<file path="config.mk">
export PLATFORM = sky130hd
export DESIGN_NAME = haze_brightness_comp
export DESIGN_NICKNAME = d
export VERILOG_FILES = /design/src/rtl/haze_brightness_comp.sv
export SDC_FILE = /design/constraint.sdc
export NUM_CORES = 1
export LEC_CHECK = 0
export BUFFER_PORTS_ARGS = -buffer_cell sky130_fd_sc_hd__buf_4
export CAP_MARGIN = 15
export CELL_PAD_IN_SITES_DETAIL_PLACEMENT = 0
export CELL_PAD_IN_SITES_GLOBAL_PLACEMENT = 1
export CORE_AREA = 2 2 244 246
export CTS_BUF_LIST = sky130_fd_sc_hd__clkbuf_4 sky130_fd_sc_hd__clkbuf_8
export CTS_CLUSTER_DIAMETER = 80
export DETAILED_ROUTE_END_ITERATION = 12
export DIE_AREA = 0 0 246 248
export GPL_ROUTABILITY_DRIVEN = 0
export PLACE_DENSITY = 0.51
export SLEW_MARGIN = 15
export SYNTH_ARGS = -nofsm -noshare
export SYNTH_HDL_FRONTEND = slang
export SYNTH_SLANG_ARGS = --single-unit
</file>
<file path="constraint.sdc">
create_clock -name clk -period 6.36 [get_ports clk]
set_input_delay 1.272 -clock clk [delete_from_list [all_inputs] [get_ports clk]]
set_output_delay 1.272 -clock clk [all_outputs]
set_load 0.01 [all_outputs]
</file>
<file path="src/rtl/haze_brightness_comp.sv">
`default_nettype none
// ============================================================================
// Module   : haze_brightness_comp
// Purpose  : Global brightness compensation for the dehazed video stream.
//            Each frame's mean luma is measured, and a clamped offset is
//            derived as TARGET_Y - mean. That offset is applied to the
//            R, G and B channels of the following frame.
// Ports    : clk, rst_n (async, active-low)
//            pre_frame_vsync/href/clken, pre_img[23:0]  - input video {R,G,B}
//            post_frame_vsync/href/clken, post_img[23:0] - corrected video,
//                                                         2 clk latency
//            cur_ofs[8:0]  - signed offset currently applied
//            stat_valid    - 1-clk pulse when a new offset is latched
// Revision : 1.0 - initial release
// ============================================================================
module haze_brightness_comp #(
   parameter int TARGET_Y = 110,
   parameter int MAX_OFS  = 48
) (
   input  logic        clk,
   input  logic        rst_n,
   input  logic        pre_frame_vsync,
   input  logic        pre_frame_href,
   input  logic        pre_frame_clken,
   input  logic [23:0] pre_img,
   output logic        post_frame_vsync,
   output logic        post_frame_href,
   output logic        post_frame_clken,
   output logic [23:0] post_img,
   output logic [8:0]  cur_ofs,
   output logic        stat_valid
);

   localparam logic [1:0] c_st_idle   = 2'd0;
   localparam logic [1:0] c_st_accum  = 2'd1;
   localparam logic [1:0] c_st_divide = 2'd2;
   localparam logic [1:0] c_st_update = 2'd3;

   localparam logic signed [10:0] c_target  = 11'(TARGET_Y);
   localparam logic signed [10:0] c_max_ofs = 11'(MAX_OFS);

   logic [1:0]  r_state;
   logic        r_vs_prev;
   logic [8:0]  r_ofs, r_pend_ofs;
   logic [9:0]  r_s1_r, r_s1_g, r_s1_b;
   logic [1:0]  r_vs_d, r_hr_d, r_ce_d;
   logic [14:0] r_py_r;
   logic [15:0] r_py_g;
   logic [12:0] r_py_b;
   logic [7:0]  r_luma;
   logic [31:0] r_sum, r_dvd, r_quot;
   logic [23:0] r_cnt, r_rem;
   logic        r_flush, r_flush_cnt;
   logic [4:0]  r_div_cnt;

   logic        w_vs_rise, w_vs_fall, w_acc_en, w_ge;
   logic [8:0]  w_ofs_load, w_ofs_now, w_new_ofs;
   logic [9:0]  w_ofs_ext;
   logic [32:0] w_sum_add;
   logic [24:0] w_trial;
   logic [7:0]  w_mean;
   logic signed [10:0] w_diff;

   function automatic logic [7:0] sat8(input logic [9:0] v);
      if (v[9])      return 8'd0;     // negative
      else if (v[8]) return 8'd255;   // above 255
      else           return v[7:0];
   endfunction

   assign w_vs_rise = pre_frame_vsync & ~r_vs_prev;
   assign w_vs_fall = ~pre_frame_vsync & r_vs_prev;

   // An update coinciding with a frame start hands its fresh value straight
   // to the active offset; a pixel arriving on the vsync-rise cycle already
   // sees the new offset.
   assign w_ofs_load = (r_state == c_st_update) ? w_new_ofs : r_pend_ofs;
   assign w_ofs_now  = w_vs_rise ? w_ofs_load : r_ofs;
   assign w_ofs_ext  = {w_ofs_now[8], w_ofs_now};

   assign w_acc_en  = (r_state == c_st_accum) & r_ce_d[1] & r_vs_d[1];
   assign w_sum_add = {1'b0, r_sum} + 33'(r_luma);

   // Restoring divider step: remainder is always below the divisor,
   // so 24 bits plus the incoming dividend bit suffice.
   assign w_trial = {r_rem, r_dvd[31]};
   assign w_ge    = (w_trial >= {1'b0, r_cnt});

   assign w_mean = (|r_quot[31:8]) ? 8'd255 : r_quot[7:0];

   always_comb begin
      w_diff = c_target - $signed({3'b000, w_mean});
      if (w_diff > c_max_ofs)       w_new_ofs = 9'(c_max_ofs);
      else if (w_diff < -c_max_ofs) w_new_ofs = 9'(-c_max_ofs);
      else                          w_new_ofs = w_diff[8:0];
   end

   assign cur_ofs    = r_ofs;
   assign stat_valid = (r_state == c_st_update);
   assign post_frame_vsync = r_vs_d[1];
   assign post_frame_href  = r_hr_d[1];
   assign post_frame_clken = r_ce_d[1];

   // vsync history resets high so a frame already in progress at reset
   // release is not mistaken for a new frame (its statistics are partial).
   always_ff @(posedge clk or negedge rst_n) begin
      if (!rst_n) begin
         r_vs_prev <= 1'b1;
         r_ofs     <= '0;
      end else begin
         r_vs_prev <= pre_frame_vsync;
         if (w_vs_rise) r_ofs <= w_ofs_load;
      end
   end

   // Correction data path and luma pipeline, both 2 stages
   always_ff @(posedge clk or negedge rst_n) begin
      if (!rst_n) begin
         r_s1_r   <= '0;
         r_s1_g   <= '0;
         r_s1_b   <= '0;
         post_img <= '0;
         r_vs_d   <= '0;
         r_hr_d   <= '0;
         r_ce_d   <= '0;
         r_py_r   <= '0;
         r_py_g   <= '0;
         r_py_b   <= '0;
         r_luma   <= '0;
      end else begin
         r_s1_r   <= {2'b00, pre_img[23:16]} + w_ofs_ext;
         r_s1_g   <= {2'b00, pre_img[15:8]}  + w_ofs_ext;
         r_s1_b   <= {2'b00, pre_img[7:0]}   + w_ofs_ext;
         post_img <= {sat8(r_s1_r), sat8(r_s1_g), sat8(r_s1_b)};
         r_vs_d   <= {r_vs_d[0], pre_frame_vsync};
         r_hr_d   <= {r_hr_d[0], pre_frame_href};
         r_ce_d   <= {r_ce_d[0], pre_frame_clken};
         r_py_r   <= 15'(pre_img[23:16]) * 15'd77;
         r_py_g   <= 16'(pre_img[15:8])  * 16'd150;
         r_py_b   <= 13'(pre_img[7:0])   * 13'd29;
         r_luma   <= 8'((16'(r_py_r) + r_py_g + 16'(r_py_b)) >> 8);
      end
   end

   // Statistics FSM: accumulate, flush, divide, publish
   always_ff @(posedge clk or negedge rst_n) begin
      if (!rst_n) begin
         r_state     <= c_st_idle;
         r_sum       <= '0;
         r_cnt       <= '0;
         r_flush     <= 1'b0;
         r_flush_cnt <= 1'b0;
         r_dvd       <= '0;
         r_rem       <= '0;
         r_quot      <= '0;
         r_div_cnt   <= '0;
         r_pend_ofs  <= '0;
      end else begin
         case (r_state)
            c_st_idle: begin
               if (w_vs_rise) begin
                  r_state <= c_st_accum;
                  r_sum   <= '0;
                  r_cnt   <= '0;
                  r_flush <= 1'b0;
               end
            end
            c_st_accum: begin
               if (w_acc_en) begin
                  r_sum <= w_sum_add[32] ? '1 : w_sum_add[31:0];
                  if (!(&r_cnt)) r_cnt <= r_cnt + 24'd1;
               end
               // Two-cycle flush after vsync falls lets the last pixel
               // clear the luma pipeline before the count is judged.
               if (r_flush) begin
                  if (w_vs_rise) begin
                     r_sum   <= '0;
                     r_cnt   <= '0;
                     r_flush <= 1'b0;
                  end else if (r_flush_cnt) begin
                     r_flush <= 1'b0;
                     if (r_cnt == '0) begin
                        r_state <= c_st_idle;
                     end else begin
                        r_state   <= c_st_divide;
                        r_dvd     <= r_sum;
                        r_rem     <= '0;
                        r_quot    <= '0;
                        r_div_cnt <= '0;
                     end
                  end else begin
                     r_flush_cnt <= 1'b1;
                  end
               end else if (w_vs_fall) begin
                  r_flush     <= 1'b1;
                  r_flush_cnt <= 1'b0;
               end
            end
            c_st_divide: begin
               if (w_vs_rise) begin
                  r_state <= c_st_accum;
                  r_sum   <= '0;
                  r_cnt   <= '0;
                  r_flush <= 1'b0;
               end else begin
                  r_rem     <= w_ge ? 24'(w_trial - {1'b0, r_cnt}) : w_trial[23:0];
                  r_quot    <= {r_quot[30:0], w_ge};
                  r_dvd     <= {r_dvd[30:0], 1'b0};
                  r_div_cnt <= r_div_cnt + 5'd1;
                  if (r_div_cnt == 5'd31) r_state <= c_st_update;
               end
            end
            c_st_update: begin
               r_pend_ofs <= w_new_ofs;
               if (w_vs_rise) begin
                  r_state <= c_st_accum;
                  r_sum   <= '0;
                  r_cnt   <= '0;
                  r_flush <= 1'b0;
               end else begin
                  r_state <= c_st_idle;
               end
            end
            default: r_state <= c_st_idle;
         endcase
      end
   end

endmodule
`default_nettype wire

</file>
Yosys cells after proc, flatten, opt, wreduce, memory -nomap -nowiden
Cells that the tools add are included.
{"block": "op_classes", "n_lt_le_gt_ge": 3, "mux": 66, "n_reduce_logical": 10, "n_eq_ne": 13, "bitwise": 6, "mul": 3, "add_sub_neg": 10}
{"operator": "$mux W32", "count": 15}
{"operator": "$mux W24", "count": 11}
{"operator": "$pmux W32 S2", "count": 3}
{"operator": "$pmux W24 S2", "count": 2}
{"operator": "$mux W8", "count": 7}
{"operator": "$mux W9", "count": 4}
{"operator": "$add A32 B8 Y33", "count": 1}
{"operator": "$add A9 B9 Y10", "count": 3}
{"operator": "$mul A8 B7 Y15 const B", "count": 2}
{"operator": "$ge A25 B24 Y1", "count": 1}
{"operator": "$mux W5", "count": 5}
{"operator": "$add A24 B1 Y24 const B", "count": 1}
{"operator": "$logic_not A24 Y1", "count": 1}
{"operator": "$reduce_and A24 Y1", "count": 1}
{"operator": "$reduce_or A24 Y1", "count": 1}
{"operator": "$sub A24 B24 Y24", "count": 1}
{"operator": "$add A15 B16 Y16", "count": 1}
{"operator": "$add A16 B13 Y16", "count": 1}
{"operator": "$mux W2", "count": 7}
{"operator": "$ne A2 B2 Y1 const B", "count": 7}
{"operator": "$mul A8 B5 Y13 const B", "count": 1}
{"operator": "$pmux W5 S2", "count": 1}
{"operator": "$gt A9 B7 Y1 const B", "count": 1}
{"operator": "$lt A9 B7 Y1 const B", "count": 1}
{"operator": "other kinds (18)", "count": 32}
{"block": "totals", "inputBits": 29, "register_bits": 283, "output_inout_bits": 37, "wordCells": 134}

Longest topological paths before layout
Gate-level depths: netlist of run 1.
{"block": "logic_depth", "word_depth": 9, "mapped_depth": 24, "ltp_nobuf": 23}

Worst setup path after synthesis of run 1
Ideal clock, no wire load.
{"block": "synth_timing", "kind": "reg2reg", "from": "reg r_quot[26]", "to": "reg r_s1_g[8]", "arrival_ns": 4.846, "required_ns": 6.230, "path_stages_with_launch": 24, "period_less_slack_ns": 4.976, "path_slack_ns": 1.384, "cell_sequence": "dfrtp_1 > nor4_1 > and4_1 > nand3_2 > or2_2 > ha_1 > clkbuf_1 > a31o_2 > and2_1 > mux2_2 > a32oi_1 > a211o_1 > ha_1 > o31ai_1 > mux2_2 > ha_1 > fa_1 > a21oi_1 > nor2_1 > nor2_1 > o21bai_1 > a21oi_1 > o21ai_0 > xnor2_1"}
{"block": "synth_via", "elab_chain_len": 9, "word_cells_on_any_way": 10}
{"item": "start, declared", "line_no": "51", "source": "logic [31:0] r_sum, r_dvd, r_quot;"}
{"item": "start signal, assigned", "line_no": "206", "source": "r_quot <= {r_quot[30:0], w_ge};"}
{"item": "$reduce_or A24 Y1 *", "line_no": "88", "source": "assign w_mean = (|r_quot[31:8]) ? 8'd255 : r_quot[7:0];"}
{"item": "$mux W8 *", "line_no": "88"}
{"item": "$sub A7 B8 Y9 *", "line_no": "91", "source": "w_diff = c_target - $signed({3'b000, w_mean});"}
{"item": "$lt A9 B7 Y1", "line_no": "93", "source": "else if (w_diff < -c_max_ofs) w_new_ofs = 9'(-c_max_ofs);"}
{"item": "$mux W9", "line_no": "93"}
{"item": "$mux W9 *", "line_no": "92", "source": "if (w_diff > c_max_ofs) w_new_ofs = 9'(c_max_ofs);"}
{"item": "$mux W9 *"}
{"item": "via w_ofs_load[0]", "line_no": "57", "source": "logic [8:0] w_ofs_load, w_ofs_now, w_new_ofs;"}
{"item": "$mux W9 *"}
{"item": "via w_ofs_now[0]", "line_no": "57"}
{"item": "$add A9 B9 Y10 *", "line_no": "131", "source": "r_s1_g <= {2'b00, pre_img[15:8]} + w_ofs_ext;"}
{"item": "end signal, assigned", "line_no": "131"}
{"item": "end, declared", "line_no": "45", "source": "logic [9:0] r_s1_r, r_s1_g, r_s1_b;"}
Mark *: on every way through the listed nets, which the timed path passes. The rest lies on a longest branch.
A chain may end at the register's enable or synchronous reset.

Worst setup path after layout of run 1
{"block": "layout_timing", "from": "reg r_quot[21]", "to": "reg r_s1_g[8]"}
Same word-level chain as after synthesis.

==> results.ini, run 1 <==
[cells_and_area]
regArea_sq_um = 7080
fill_cells = 6006
multi_input_area_sq_um = 9500
layout_commonest_cell = dfrtp_1
final_layout_size_suffix_gt1_share_pct = 12.3
layout_common_cells = dfrtp_1 (282), nand2_1 (188), ha_1 (176), inv_1 (142), nor2_1 (124)
area_delta_synth_final_pct = 15.2
fin_util_pct = 34.2
fin_nets = 2106

[route]
route.detailed.drc = 0
vias = 12880
first_pass_iters = 5
drt_iter0_drc = 586
drt_wl_total_um = 45000
routedWlPerCell_um = 16.8
avgViaCountPerCell = 4.81
ant_nets = 0

[synthesis]
syn_nets = 2033
synth-edff-count = 0
synth.ff_latch_count = 283
ys.flop_type = dfrtp_1
yosysSeqAreaShare_pct = 40.8
synth_cells = 1785
yosysTopAreaCell = dfrtp_1
synth_area_leaders = dfrtp_1 (41%), ha_1 (13%), fa_1 (5.0%), nand2_1 (4.1%), inv_1 (3.1%)
yosys_warnings = 0
synth_top_cell_area_share_pct = 40.7
synth_area_sq_um = 17400
syn_area_per_cell_sq_um = 9.72
synthArstFlopShare_pct = 100
ys_types = 88

[sta]
tightest_slew_ns = 0.982
maxSlewHeadroom_pct = 34.4
rsz0062_at_grt = no
timing.hold.ws_ns = 0.346
fmax_ghz = 0.179
finalSetupTns_ns = 0
finalSetupViolations = 0
maxSlewViolCount = 0
skew_ns = 0.0617
layout_min_cycle_time_ns = 5.57
hold_viol = 0
fin_crit_sh_pct = 87.6

[clocking]
clk_pin_slew_worst_paths_ns = 0.05
cts.sinks = 283
cts_resized = 0
cts_buffers = 57
cts_hold_buffers = 0
cts_htree_levels = 2
clock_latency_ns = 0.66
cts.path.max_buffers = 3
clk_root_buffer_cell = clkbuf_8
post-cts-setup-buffers = 0
cts_tree = yes

[power_and_ir_drop]
peakVddDrop_v = 0.000393
power_w = 0.00871
seqPwrFrac_pct = 27.3
internal_power_w = 0.00521
powerDensity_nw_per_um2 = 436
p_comb_share_pct = 48.4
p_switching_w = 0.00350
leakage_nw = 9.40
clockPowerShare_pct = 24.2
p_sw_share_pct = 40.1

[setup_path]
crit_fanout = 9
crit_type = flip-flop to flip-flop
required_ns = 6.88
worst-path-stages = 22
worst-endpoint-arrival_ns = 6.09
crit_path_max_incr_delay_ns = 0.40
rrSetupSlack_ns = 0.79
rr_worst_depth = 22
crit_buf_inv = 0
cp_cell_sequence = nor4_1 > and4_1 > nand3_2 > or2_2 > ha_1 > a31o_2 > and2_1 > mux2_2 > a32oi_1 > a211o_1 > ha_1 > o31ai_1 > mux2_2 > ha_1 > fa_1 > a21oi_1 > nor2_1 > nor2_1 > o21bai_1 > a21oi_1 > o21ai_0 > xnor2_1
critPathSlowestCell = dfrtp_1
r2r_start = r_quot[21]
rr_endpoint = r_s1_g[8]
cpLargestDelayFamily = simple AND/OR/NAND/NOR gates
cp_common_cell = ha_1
start_kind = flip-flop
end_kind = flip-flop

[floorplan]
coreArea_sq_um = 58500
dieArea_sq_um = 61000
fp.dieH_um = 248
initial_utilization_pct = 29.7
die_x_um = 246
ios = 66
num_rows = 89

[job]
cap_violations = 0

[global_route]
globalRouteOverflowTotal = 0
grt_max_degree = 111
antenna_found_initial = 2
grt_pass1_wl_um = 73300
grt_pass1_vias = 13276
grt_usage_pct = 15.2

[worst_hold_path]
hold_path.class = flip-flop to flip-flop
min_to = r_hr_d[1]
min_path_cells = 0
worstHoldStart = r_hr_d[0]

[placed_design]
port_buffers = 65
dp_hpwl_um = 32400

[status]
outcome = completed

==> synth_stat cells (all sizes together) (3+ instances only) <==
cell type,n
inv,142
o31a,7
a311oi,5
nand4,15
nor4,20
nor2,127
a21oi,92
o31ai,12
a21o,22
o21a,24
a31oi,20
and2,10
nand3,62
nor2b,12
and4,7
o21bai,13
nand2,192
nor3,28
o211ai,5
a22oi,9
mux2i,42
buf,13
o21ai,163
xor2,26
dfrtp,282
a21boi,3
fa,43
a32oi,8
or2,8
or3,10
and3,16
nand2b,7
a211oi,7
mux2,12
a22o,6
clkbuf,51
xnor2,56
ha,176
==> metrics by stage <==
step	cell area, sq um	cells	setup WS [ns]
after floorplan	17400	1785	1.38
after global placement	18700	2572	0.833
after detailed placement	18700	2572	0.794
after CTS	20000	2675	0.748
after global routing	20000	2676	0.333
final	20000	2676	0.788
==> metal layers <==
metal	GRT usage (%)	share of wire, %	wire, um	up-vias
li1	-	-	-	6391
met1	20.5	48	21500	6272
met2	24.9	47	21100	166
met3	3.07	3.7	1650	51
met4	3.40	1.6	712	0
met5	0	0	0	-
==> how the worst max path moves through the flow <==
stage / start / endpoint / slack, ns
2_1_floorplan: r_quot[26] / r_s1_g[8] / 1.38
6_report: r_quot[21] / r_s1_g[8] / 0.79
4_1_cts: r_quot[21] / r_s1_r[8] / 0.75
3_5_place_dp: r_quot[21] / r_s1_r[8] / 0.79
5_1_grt: r_quot[26] / r_s1_g[8] / 0.33
3_3_place_gp: r_quot[21] / r_s1_r[8] / 0.83
==> layout make-up <==
cell class,instances,share of cell area (%)
inverters,142,2.67
clock buffers,87,5.58
multi-input cells,1296,47.5
flip-flops and latches,283,35.4
repair buffers,78,3.03
diodes,1,0.0125
clock inverters,16,0.902
well taps,773,4.84
==> power groups by stage <==
stage | Sequential (W) | Combinational, W | Clock (W)
4_1_cts | 0.00239 | 0.00428 | 0.00220
3_5_place_dp | 0.00242 | 0.00425 | 0
6_report | 0.00238 | 0.00422 | 0.00211
5_1_grt | 0.00243 | 0.00480 | 0.00229
3_3_place_gp | 0.00242 | 0.00426 | 0
2_1_floorplan | 0.00234 | 0.00331 | 0
==> worst reg2reg max path, delay by kind of cell (launching register included) <==
family          cells  cell delay [ns]
flops               1             0.40
fa+ha+maj           4             1.33
simple gates        7             1.60
xor+xnor            1             0.14
mux                 2             0.58
compound gates      8             1.38
==> registers in the layout, summed over array words and instances (netlist names), 2 cells and up <==
register	flops
r_state	2
r_dvd	32
r_luma	8
r_sum	32
post_img	24
r_rem	24
r_s1_r	10
r_vs_d	2
r_cnt	24
r_hr_d	2
r_py_r	15
cur_ofs	9
r_ce_d	2
r_py_g	15
r_s1_b	10
r_pend_ofs	9
r_s1_g	10
r_div_cnt	5
r_quot	32
r_py_b	13
==> cell families after synthesis <==
kind of cell	after synthesis	synth area share (%)
AOI/OAI and AO/OA	421	15.1
adders and majority gates	219	17.6
xor gates and xnor gates	82	4.14
muxes	54	3.27
and+or+nand+nor	520	14.3
DFF	283	40.8
buffers and inverters	206	4.66
No activity file was read; power rests on OpenSTA's default activity.
==> inputs of run 2 (changes only) <==
--- a/config.mk
+++ b/config.mk
@@ -10,7 +10,6 @@
 export CELL_PAD_IN_SITES_DETAIL_PLACEMENT = 0
 export CELL_PAD_IN_SITES_GLOBAL_PLACEMENT = 1
 export CORE_AREA = 2 2 244 246
-export CTS_BUF_LIST = sky130_fd_sc_hd__clkbuf_4 sky130_fd_sc_hd__clkbuf_8
 export CTS_CLUSTER_DIAMETER = 80
 export DETAILED_ROUTE_END_ITERATION = 12
 export DIE_AREA = 0 0 246 248
==> run 2 against run 1 <==
Effect of this change:
- clock power rose by 2%
- utilization fell by 0.069 points
- via count fell by 0.11%
- largest cell class unchanged
- combinational power barely moved
- maximum frequency barely moved
- final area fell by 0.20%
- critical endpoint is now r_s1_r[8]
- worst setup slack improved by 0.0048 ns
- critical path depth did not move
==> results.ini, run 2 (same netlist as run 1, synthesis figures left out) <==
[sta]
timing.hold.ws_ns = 0.350
maxSlewHeadroom_pct = 33.8
layout_min_cycle_time_ns = 5.57
finalSetupViolations = 0
maxSlewViolCount = 0
hold_viol = 0
finalSetupTns_ns = 0
tightest_slew_ns = 0.991
rsz0062_at_grt = no
skew_ns = 0.0419
fin_crit_sh_pct = 87.5
fmax_ghz = 0.180

[setup_path]
critPathSlowestCell = ha_1
cp_cell_sequence = nor4_1 > and4_1 > nand3_2 > or2_2 > ha_1 > a31o_2 > and2_1 > mux2_2 > a32oi_1 > a211o_1 > ha_1 > o31ai_1 > mux2_2 > ha_1 > fa_1 > a21oi_1 > nor2_1 > nor2_1 > o21bai_1 > a21oi_1 > o21ai_0 > xnor2_1
crit_buf_inv = 0
end_kind = flip-flop
cp_common_cell = ha_1
cpLargestDelayFamily = simple AND/OR/NAND/NOR gates
worst-endpoint-arrival_ns = 5.99
crit_type = flip-flop to flip-flop
required_ns = 6.79
crit_fanout = 9
start_kind = flip-flop
crit_path_max_incr_delay_ns = 0.41

[floorplan]
num_rows = 89
fp.dieH_um = 248
initial_utilization_pct = 29.7
dieArea_sq_um = 61000
coreArea_sq_um = 58500
ios = 66
die_x_um = 246

[route]
ant_nets = 0
avgViaCountPerCell = 4.87
first_pass_iters = 6
route.detailed.drc = 0
routedWlPerCell_um = 17.0
drt_wl_total_um = 44800
vias = 12866
drt_iter0_drc = 747

[worst_hold_path]
hold_path.class = flip-flop to flip-flop

[placed_design]
dp_hpwl_um = 32400
port_buffers = 65
dpl-instance-area_sq_um = 18700

[clocking]
cts.sinks = 283
cts_tree = yes
clk_pin_slew_worst_paths_ns = 0.05
cts_hold_buffers = 0
cts_htree_levels = 2
cts_buffers = 39
post-cts-setup-buffers = 0
clock_latency_ns = 0.57
cts_resized = 0
clk_root_buffer_cell = clkbuf_16
cts.path.max_buffers = 3

[cells_and_area]
layout_common_cells = dfrtp_1 (282), nand2_1 (188), ha_1 (176), inv_1 (142), nor2_1 (124)
antenna_cells = 0
final_layout_size_suffix_gt1_share_pct = 10.2
fin_area_sq_um = 19900
layout_commonest_cell = dfrtp_1
largestRegisters = r_dvd x32, r_quot x32, r_sum x32
area_delta_synth_final_pct = 14.9
fin_nets = 2088

[global_route]
grt_usage_pct = 15.1
use_met3_pct = 2.60
met1_usage_pct = 20.7
use_met2_pct = 24.9
grt_pass1_wl_um = 73100
grt_pass1_vias = 13097
busiest_layer = met2
grt_max_degree = 111
antenna_found_initial = 1
globalRouteOverflowTotal = 0

[job]
cap_violations = 0

[power_and_ir_drop]
peakVddDrop_v = 0.000395
powerDensity_nw_per_um2 = 439
leakage_nw = 9.32

[status]
outcome = completed

==> run 2: cell count changes in the layout (fill, tap and decap cells not counted), moves of 2 or more <==
cell and delta:
clkbuf_16 +40, clkinv_2 -2, clkbuf_1 +8, clkbuf_4 -13, clkinvlp_4 +3, clkbuf_8 -68
==> run 2: per-stage QoR <==
step	std cells	util (%)	worst slack, ns	power, W
after global placement	2572	32.0	0.833	0.00668
after detailed placement	2572	32.0	0.794	0.00666
after CTS	2640	34.1	0.762	0.00892
after floorplan	1785	-	1.38	0.00565
after global routing	2640	34.1	0.351	0.00955
final	2640	34.1	0.793	0.00876
==> run 2: layout make-up <==
class                   count  area (sq um)
repair buffers             78           606
fillers                  5990         38500
clock buffers              54          1110
inverters                 142           533
clock inverters            14           145
flip-flops and latches    283          7080
multi-input cells        1296          9500
well taps                 773           967
==> run 2: where the power goes <==
part,switching [W],internal [W],total [W]
Combinational,0.00240,0.00182,0.00422
Clock,0.000857,0.00130,0.00216
Sequential,0.000229,0.00215,0.00238
Total,0.00348,0.00527,0.00876
==> run 2: final timing paths <==
| path | from | end | slack, ns | cells past startpoint |
|---|---|---|---|---|
| worst min register to register | r_hr_d[0] | r_hr_d[1] | 0.35 | 0 |
| min in group asynchronous | rst_n | r_sum[18] | 0.71 | 1 |
| worst max-delay path | r_quot[21] | r_s1_r[8] | 0.79 | 22 |
| max in group asynchronous | rst_n | r_py_g[2] | 4.47 | 2 |
| worst max register to register | r_quot[21] | r_s1_r[8] | 0.79 | 22 |
| worst min-delay path | r_hr_d[0] | r_hr_d[1] | 0.35 | 0 |
==> run 2: worst register-to-register path: cells and delay by family (launching register included) <==
kind,cells,cell delay (ns)
simple gates,7,1.60
compound gates,8,1.38
fa+ha+maj,4,1.35
mux,2,0.58
flops,1,0.40
xor+xnor,1,0.14
==> run 2: routing by layer <==
metal	up-vias	share of wire, %
li1	6355	-
met1	6285	48
met2	175	47
met3	51	3.2
met4	0	1.6
met5	-	0
==> inputs of run 3 (changes only) <==
--- a/config.mk
+++ b/config.mk
@@ -5,7 +5,6 @@
 export SDC_FILE = /design/constraint.sdc
 export NUM_CORES = 1
 export LEC_CHECK = 0
-export BUFFER_PORTS_ARGS = -buffer_cell sky130_fd_sc_hd__buf_4
 export CAP_MARGIN = 15
 export CELL_PAD_IN_SITES_DETAIL_PLACEMENT = 0
 export CELL_PAD_IN_SITES_GLOBAL_PLACEMENT = 1
@@ -13,8 +12,9 @@
 export CTS_CLUSTER_DIAMETER = 80
 export DETAILED_ROUTE_END_ITERATION = 12
 export DIE_AREA = 0 0 246 248
+export DONT_BUFFER_PORTS = 1
 export GPL_ROUTABILITY_DRIVEN = 0
-export PLACE_DENSITY = 0.51
+export PLACE_DENSITY = 0.5
 export SLEW_MARGIN = 15
 export SYNTH_ARGS = -nofsm -noshare
 export SYNTH_HDL_FRONTEND = slang
==> run 3 against run 2 <==
Effect of this change:
- worst setup slack got worse by 0.057 ns
- routed wire length rose by 0.57%
- critical path depth did not move
- clock skew fell by 0.0096 ns
- maximum frequency fell by 1.0%
- first-iteration DRC count fell by 33%
- sequential share of layout area rose by 0.99 points
- total power fell by 1.4%
- clock-buffer cell count fell by 1
- flip-flop and latch count did not move
- die area did not move
==> results.ini, run 3 (same netlist as run 1, synthesis figures left out) <==
[status]
outcome = completed

[sta]
hold_viol = 0
fin_crit_sh_pct = 88.4
rsz0062_at_grt = no
skew_ns = 0.0323
finalSetupViolations = 0
finalSetupTns_ns = 0
maxSlewHeadroom_pct = 30.7
tightest_slew_ns = 1.04
maxSlewViolCount = 0
layout_min_cycle_time_ns = 5.62
fmax_ghz = 0.178

[global_route]
grt_pass1_wl_um = 73400
grt_usage_pct = 15.3
antenna_found_initial = 5
globalRouteOverflowTotal = 0
grt_max_degree = 284
grt_pass1_vias = 12928

[power_and_ir_drop]
p_switching_w = 0.00344
powerDensity_nw_per_um2 = 445
p_sw_share_pct = 39.8
internal_power_w = 0.00520
p_comb_share_pct = 47.3
peakVddDrop_v = 0.000220
seqPwrFrac_pct = 27.8
power_w = 0.00863
clockPowerShare_pct = 24.9
leakage_nw = 8.99

[setup_path]
start_kind = flip-flop
cp_cell_sequence = nor4_1 > and4_1 > nand3_2 > or2_2 > ha_1 > a31o_2 > and2_1 > mux2_2 > a32oi_1 > a211o_1 > ha_1 > o31ai_1 > mux2_2 > ha_1 > fa_1 > a21oi_1 > nor2_1 > nor2_1 > o21bai_1 > a21oi_1 > o21ai_0 > xnor2_1
crit_path_end = r_s1_r[8]
cp_common_cell = ha_1
required_ns = 6.78
crit_type = flip-flop to flip-flop
rr_worst_depth = 22
rr_endpoint = r_s1_r[8]
crit_fanout = 9
r2r_start = r_quot[26]
end_kind = flip-flop
critPathSlowestCell = ha_1
crit_path_max_incr_delay_ns = 0.41
rrSetupSlack_ns = 0.74
worst-endpoint-arrival_ns = 6.04
startpoint = r_quot[26]

[route]
drt_iter0_drc = 499
avgViaCountPerCell = 4.87
ant_nets = 0
first_pass_iters = 5
routedWlPerCell_um = 17.5
route.detailed.drc = 0
drt_wl_total_um = 45000
vias = 12515

[placed_design]
port_buffers = 0
dp_hpwl_um = 31900

[floorplan]
die_x_um = 246
dieArea_sq_um = 61000
num_rows = 89
fp.dieH_um = 248
initial_utilization_pct = 29.7
coreArea_sq_um = 58500
ios = 66

[job]
cap_violations = 0

[cells_and_area]
fin_nets = 2019
largestRegisters = r_dvd x32, r_quot x32, r_sum x32
antenna_cells = 0
layout_commonest_cell = dfrtp_1
area_delta_synth_final_pct = 11.8
final_layout_size_suffix_gt1_share_pct = 6.74
layout_common_cells = dfrtp_1 (282), nand2_1 (188), ha_1 (176), inv_1 (142), nor2_1 (124)

[clocking]
cts_hold_buffers = 0
cts_htree_levels = 2
clk_root_buffer_cell = clkbuf_16
cts.path.max_buffers = 3
cts_resized = 0
clk_pin_slew_worst_paths_ns = 0.05
post-cts-setup-buffers = 0
cts_buffers = 38
cts.sinks = 283
cts_tree = yes
clock_latency_ns = 0.56

[worst_hold_path]
hold_path.class = flip-flop to flip-flop

[run 3: cell types whose count changed in the layout (fill, tap and decap cells not counted)]
cell / delta
clkbuf_16: -1
inv_16: +1
buf_8: -1
clkinv_8: -1
inv_8: +1
buf_12: -1
clkbuf_1: -2
clkbuf_8: +2
buf_4: -66
clkinvlp_4: -3
[run 3: final cells by class]
class / instances / area [sq um]
clock buffers: 53 / 1110
clock inverters: 12 / 138
fillers: 5969 / 39100
inverters: 142 / 533
multi-input cells: 1296 / 9500
flip-flops and latches: 283 / 7080
well taps: 773 / 967
repair buffers: 10 / 75.1
[run 3: power groups by stage]
stage | registers (W) | logic, W | clock network (W)
after global placement | 0.00244 | 0.00412 | 0
final | 0.00240 | 0.00409 | 0.00215
after detailed placement | 0.00244 | 0.00414 | 0
after floorplan | 0.00234 | 0.00331 | 0
after CTS | 0.00241 | 0.00415 | 0.00224
after global routing | 0.00245 | 0.00468 | 0.00231
[run 3: how the worst min path moves through the flow]
stage | endpoint | depth (start not counted) | slack [ns] | startpoint
after floorplan | r_ce_d[1] | 0 | 0.33 | r_ce_d[0]
after global placement | r_hr_d[1] | 0 | 0.33 | r_hr_d[0]
after detailed placement | r_hr_d[1] | 0 | 0.34 | r_hr_d[0]
after CTS | r_hr_d[1] | 0 | 0.35 | r_hr_d[0]
after global routing | r_hr_d[1] | 0 | 0.36 | r_hr_d[0]
final | r_hr_d[1] | 0 | 0.35 | r_hr_d[0]
[run 3: critical path: cells and delay by family (launching register included)]
kind / cells / cell delay [ns]
compound gates: 8 / 1.38
xor+xnor: 1 / 0.14
fa+ha+maj: 4 / 1.35
flops: 1 / 0.40
mux: 2 / 0.57
simple gates: 7 / 1.65
[run 3: per-stage QoR]
step           instance area (sq um)  util [%]  instances  hold slack (ns)  setup slack [ns]
2_1_floorplan                  17400         -       1785            0.331              1.38
3_3_place_gp                   18200      31.1       2504            0.333             0.843
3_5_place_dp                   18200      31.1       2504            0.337             0.717
4_1_cts                        19400      33.2       2569            0.348             0.682
5_1_grt                        19400      33.2       2569            0.363             0.234
6_report                       19400      33.2       2569            0.346             0.736
[run 3: per-layer routing]
metal / share of wire (%) / vias up / global-route usage, %
met1: 47 / 6086 / 20.5
met4: 1.5 / 0 / 3.24
met5: 0 / - / 0
met2: 47 / 173 / 25.0
li1: - / 6212 / -
met3: 4.8 / 44 / 3.47
